--- src/rtl/gpr_sb.sv ---
// gpr_sb: parametrised MIPS general-purpose register file.
// It has two combinational read ports, one write port, optional same-cycle
// write-to-read bypass, a per-register pending-write scoreboard and a
// committed-write counter.
module gpr_sb #(
   parameter int          DW      = 32,
   parameter int          AW      = 5,
   parameter int          BYPASS  = 1,
   parameter int          GP_IDX  = 28,
   parameter int          SP_IDX  = 29,
   parameter logic [31:0] GP_INIT = 32'h0000_1800,
   parameter logic [31:0] SP_INIT = 32'h0000_2ffc,
   parameter int          CW      = 32
) (
   input  logic          Clk,
   input  logic          Rst,
   input  logic [AW-1:0] A1,
   input  logic [AW-1:0] A2,
   output logic [DW-1:0] RD1,
   output logic [DW-1:0] RD2,
   input  logic          We,
   input  logic [AW-1:0] A3,
   input  logic [DW-1:0] WD,
   input  logic          Iss,
   input  logic [AW-1:0] IssA,
   output logic          Busy1,
   output logic          Busy2,
   output logic [CW-1:0] WrCnt
);

   localparam int Depth = 1 << AW;

   // An init index of 0 or one that does not fit the array is ignored.
   localparam bit GpOk = (GP_IDX > 0) && (GP_IDX < Depth);
   localparam bit SpOk = (SP_IDX > 0) && (SP_IDX < Depth);

   localparam logic [DW-1:0] GpVal = DW'(GP_INIT);
   localparam logic [DW-1:0] SpVal = DW'(SP_INIT);

   logic [DW-1:0] regs [0:Depth-1];
   logic [Depth-1:0] busy;

   logic writeOk;
   logic issueOk;

   assign writeOk = We && (A3 != '0);
   assign issueOk = Iss && (IssA != '0);

   // Reset value of register i: GP/SP init values where enabled, else zero.
   function automatic logic [DW-1:0] initVal(input int i);
      logic [DW-1:0] v;
      v = '0;
      if (GpOk && (i == GP_IDX))
         v = GpVal;
      if (SpOk && (i == SP_IDX))
         v = SpVal;
      return v;
   endfunction

   // Register array: reset to init values; writes to register 0 are dropped.
   always_ff @(posedge Clk or posedge Rst) begin
      if (Rst) begin
         for (int i = 0; i < Depth; i++)
            regs[i] <= initVal(i);
      end else if (writeOk) begin
         regs[A3] <= WD;
      end
   end

   // Scoreboard: a commit clears the bit, an issue sets it. The issue comes
   // last so it wins when both target the same register on one edge.
   always_ff @(posedge Clk or posedge Rst) begin
      if (Rst) begin
         busy <= '0;
      end else begin
         if (writeOk)
            busy[A3] <= 1'b0;
         if (issueOk)
            busy[IssA] <= 1'b1;
      end
   end

   // Committed-write counter; wraps naturally at 2**CW.
   always_ff @(posedge Clk or posedge Rst) begin
      if (Rst)
         WrCnt <= '0;
      else if (writeOk)
         WrCnt <= WrCnt + CW'(1);
   end

   // Read port 1: zero register, then bypass of the in-flight write, then the array.
   always_comb begin
      RD1   = '0;
      Busy1 = 1'b0;
      if (A1 != '0) begin
         if ((BYPASS != 0) && We && (A3 == A1)) begin
            RD1   = WD;
            Busy1 = 1'b0;
         end else begin
            RD1   = regs[A1];
            Busy1 = busy[A1];
         end
      end
   end

   // Read port 2: same selection as port 1.
   always_comb begin
      RD2   = '0;
      Busy2 = 1'b0;
      if (A2 != '0) begin
         if ((BYPASS != 0) && We && (A3 == A2)) begin
            RD2   = WD;
            Busy2 = 1'b0;
         end else begin
            RD2   = regs[A2];
            Busy2 = busy[A2];
         end
      end
   end

endmodule

--- config.mk ---
export PLATFORM = sky130hd
export DESIGN_NAME = gpr_sb
export DESIGN_NICKNAME = d
export VERILOG_FILES = /design/src/rtl/gpr_sb.sv
export SDC_FILE = /design/constraint.sdc
export NUM_CORES = 2
export LEC_CHECK = 0
export ABC_CLOCK_PERIOD_IN_PS = 52200
export CORE_UTILIZATION = 60
export DETAILED_ROUTE_END_ITERATION = 8
export PLACE_DENSITY = 0.81
export SYNTH_ARGS = -nofsm -noshare
export SYNTH_HDL_FRONTEND = slang
export SYNTH_SLANG_ARGS = --single-unit
--- constraint.sdc ---
create_clock -name Clk -period 52.2 [get_ports Clk]
set_clock_uncertainty 0.15 [all_clocks]
set_input_delay 7.83 -clock Clk [delete_from_list [all_inputs] [get_ports Clk]]
set_output_delay 7.83 -clock Clk [all_outputs]
set_load 0.01 [all_outputs]
==> reports/results.md <==
| Step | Parameter | Value |
| --- | --- | --- |
| cts | Maximum clock insertion buffer count | 3 |
| yosys | Cells after Synth | 4,090 |
| yosys | Register area share after synthesis | 0.466 |
| timing | Clock period minus final worst setup slack | 20,840 ps |
| cells and area | Fraction of the core area covered by cells at the end of the flow | 0.668 |
| cells and area | Final instance count without filler cells | 5,414 |
| power and ir drop | Clock power share | 0.346 |
| cts | Root Buffer | sky130_fd_sc_hd__clkbuf_16 |
| floorplan | DIE AREA | 98,800 sq um |
| routing | Final routed wirelength across all metal layers | 189 mm |
| cts | CTS tree | done |
| timing | Final worst path period share | 0.399 |
| grt | Largest net degree at the start of global routing | 165 |
| yosys | Number of enable flip-flop cells after synthesis | 0 |
| grt | Total global-route track usage | 0.386 |
| yosys | Fraction of registers with async set/reset | 1.00 |
| critical path | Data arrival time of the critical path | 12,860 ps |
| cts | Reg clk slew, reported paths | 60 ps |
| timing | Min setup slack post-route | 31,360 ps |
| cts | Setup fix buffers added after clock tree synthesis | 0 |
| place | HPWL reported at the end of detailed placement | 110 mm |
| yosys | Most frequent cells after synthesis | sky130_fd_sc_hd__dfrtp_1, sky130_fd_sc_hd__mux2_2, sky130_fd_sc_hd__mux4_2 |
| routing | Post-route antenna net violation count | 0 |
| yosys | Area share of the largest cell type after synthesis | 0.460 |
| power and ir drop | Power density over the cells | 39.1 nW/um^2 |
| timing | Fmax | 48.0 MHz |
| floorplan | Number of top-level pins | 154 |
| power and ir drop | Power share of the sequential group | 0.448 |
| yosys | Synth area leaders | sky130_fd_sc_hd__dfrtp_1, sky130_fd_sc_hd__mux2_2, sky130_fd_sc_hd__mux4_2 |
| routing | Number of DRC markers in iteration 0 | 5,698 |
| grt | Vias in the first global route | 42,000 |
| timing | Slew HR | 0.144 |
| timing | Final hold violation count | 0 |
| place | Post-DP Area | 60,500 sq um |
| timing | Setup TNS Final | 0 ps |
| cts | CTS Sinks | 1,088 |
| outcome | Run status | finished clean |
| flow run | Number of max-cap violations | 0 |
| yosys | Biggest area consumer among synthesized cells | sky130_fd_sc_hd__dfrtp_1 |
| critical path | Critical register-to-register path startpoint | WrCnt[6]$_DFFE_PP0N_ |
| yosys | Dominant register cell in the synthesized netlist | sky130_fd_sc_hd__dfrtp_1 |
| yosys | Warnings from Yosys | 0 |
| power and ir drop | Worst IR drop on VDD | 0.0339 mV |
| critical path | Setup crit start kind | input pin |
| critical path | Maximum fanout encountered on the critical timing path | 58 |
| yosys | Avg Inst Size Synth | 14.3 sq um |
| min path | Hold Crit Endpoint | regs[1004]$_DFFE_PP0P_ |
| power and ir drop | Design Power | 2.52 mW |
| floorplan | Height of the chip | 314 um |
| critical path | CP Data Required Time | 44,220 ps |
| critical path | Register-to-register setup slack | 49,830 ps |
| routing | Average wire per cell in the routed design | 34.8 um |
| critical path | Logic depth of the worst register-to-register path | 6 |
| grt | Number of antenna violations at the first check in global routing | 10 |
| place | Worst slack at placement | 31,370 ps |
| timing | Final count of negative-setup-slack endpoints | 0 |
| critical path | Type of the worst setup path | input pin to primary output |
| power and ir drop | Part of the power in combinational logic | 0.206 |
| cts | Clock latency of the later-clocked register in the worst-skew pair | 700 ps |
| critical path | Endpoint of the most critical register-to-register path | WrCnt[25]$_DFFE_PP0N_ |
| routing | Residual DRC count | 0 |
| routing | Average vias per placed instance | 7.54 |
| min path | Start point of the worst min-delay path | regs[1004]$_DFFE_PP0P_ |
| timing | Setup repair after global routing missed its margin | no |
| yosys | Most numerous cell in the Yosys netlist | sky130_fd_sc_hd__dfrtp_1 |
| yosys | Mapped Area | 58,500 sq um |
| min path | Worst hold path class | flop to flop |
| cells and area | Cell area after layout | 64,600 sq um |
| place | Number of cells after detailed placement | 5,200 |
| yosys | Flip-flop and latch count after synthesis | 1,088 |
| timing | Number of pins with negative max-slew slack in the final report | 0 |
| yosys | Nets in the synthesized netlist | 4,147 |
| critical path | Endpoint class of the critical path | primary output |
| grt | First-pass GRT wire length | 279 mm |
| cts | H-tree depth reported by CTS | 3 |
| timing | Slew of the pin with the lowest slew margin | 1280 ps |
| floorplan | Floorplan die width | 314 um |
| floorplan | Row cnt | 114 |
| power and ir drop | Net switching power figure | 0.691 mW |
| timing | Hold_ws | 246 ps |
| power and ir drop | Fraction of power spent switching nets | 0.274 |
| place | Final RePlAce weighted congestion | 0.893 |
| cts | TritonCTS buffer count | 112 |
| floorplan | Core region area | 96,600 sq um |
| power and ir drop | P_leak | 27.8 nW |
| cells and area | Total Nets Final | 4,095 |
| min path | Min-Delay Path Depth | 0 |
| cells and area | Fraction of layout cells with a size suffix above 1 | 0.439 |
| place | Number of input and output port buffers inserted | 153 |
| power and ir drop | Cell internal power dissipation | 1.83 mW |
| cts | CTS Hold Buffers Added | 0 |
| yosys | Yosys cell types | 68 |
| routing | Number of search-and-repair iterations in the first detailed-routing pass | 5 |
| cts | Number of instances resized during post-cts repair | 0 |
| grt | Gr ovfl total | 0 |
| cells and area | Area Overhead vs Synth | 10.3% |
| floorplan | Effective utilization at floorplan | 0.606 |
| routing | Via total after detailed routing | 40,800 |
## worst max-delay path by stage
stage / start / end / slack (ps) / cells after the start
global placement: A1[0] / RD1[0] / 31470 / 11
detailed placement: A1[0] / RD1[0] / 31370 / 11
global route: A1[0] / RD1[0] / 31030 / 11
CTS: A1[0] / RD1[0] / 31320 / 11
floorplan: Rst / WrCnt[0]$_DFFE_PP0N_ / 13610 / 1
finish: A1[0] / RD1[0] / 31360 / 11
## layout make-up
type,count,area [sq um]
antenna,2,5.00
clock buffer,171,3430
clock inverter,41,606
fill,6606,32000
inverter,8,37.5
multi-input combinational,2552,29100
sequential,1088,27200
tap,1276,1600
timing repair buffer,276,2500
## power by group through the flow
stage	clock network, mW	registers, mW	logic (mW)
detailed placement	0	1.13	0.511
finish	0.872	1.13	0.520
floorplan	0	1.10	0.394
global route	0.908	1.15	0.550
global placement	0	1.12	0.496
CTS	0.874	1.12	0.516
## per-layer routing
metal  track usage  share of wire  vias up
met3         0.120           0.12      848
li1              -              -    15700
met5             0        0.00050        -
met4         0.241          0.074       16
met1         0.493           0.35    21300
met2         0.579           0.45     3015
## layout by cell type, fill, tap and decap left out, types with 29 or more instances in the layout
cell type / n
sky130_fd_sc_hd__mux2i_1: 211
sky130_fd_sc_hd__a211oi_1: 40
sky130_fd_sc_hd__nand3_1: 56
sky130_fd_sc_hd__dfrtp_1: 1075
sky130_fd_sc_hd__xnor2_1: 29
sky130_fd_sc_hd__a21oi_1: 30
sky130_fd_sc_hd__mux4_2: 441
sky130_fd_sc_hd__mux2_2: 983
sky130_fd_sc_hd__nand2_1: 72
sky130_fd_sc_hd__a221oi_1: 84
sky130_fd_sc_hd__o22ai_1: 69
sky130_fd_sc_hd__a22oi_1: 47
sky130_fd_sc_hd__clkdlybuf4s50_1: 143
sky130_fd_sc_hd__nor3_1: 42
sky130_fd_sc_hd__o21ai_0: 95
sky130_fd_sc_hd__clkbuf_16: 116
sky130_fd_sc_hd__buf_4: 123
sky130_fd_sc_hd__clkbuf_8: 32
sky130_fd_sc_hd__nor2_1: 89
## worst max-delay path, cell delays in order
cell and delay (ps):
sky130_fd_sc_hd__buf_8 510, sky130_fd_sc_hd__buf_4 830, sky130_fd_sc_hd__buf_4 820, sky130_fd_sc_hd__buf_4 600, sky130_fd_sc_hd__mux2i_1 180, sky130_fd_sc_hd__a221oi_1 420
sky130_fd_sc_hd__o21ai_0 150, sky130_fd_sc_hd__nand2_1 120, sky130_fd_sc_hd__a22oi_1 80, sky130_fd_sc_hd__o22ai_1 510, sky130_fd_sc_hd__clkdlybuf4s50_1 640
## cells by family (layout without fill, tap and decap cells)
family | after synthesis | in the layout | synth area share
flops | 1088 | 1088 | 0.466
buf+inv | 450 | 496 | 0.0398
simple gates | 386 | 386 | 0.0316
other cells | 0 | 2 | 0
compound gates | 469 | 469 | 0.0571
fa+ha+maj | 1 | 1 | 0.000214
xor+xnor | 41 | 41 | 0.00614
mux | 1655 | 1655 | 0.399
## sequential cells by signal, indices dropped and copies added (netlist names)
name   flops
WrCnt     32
busy      32
regs    1024
No activity file was read; power rests on OpenSTA's default activity.
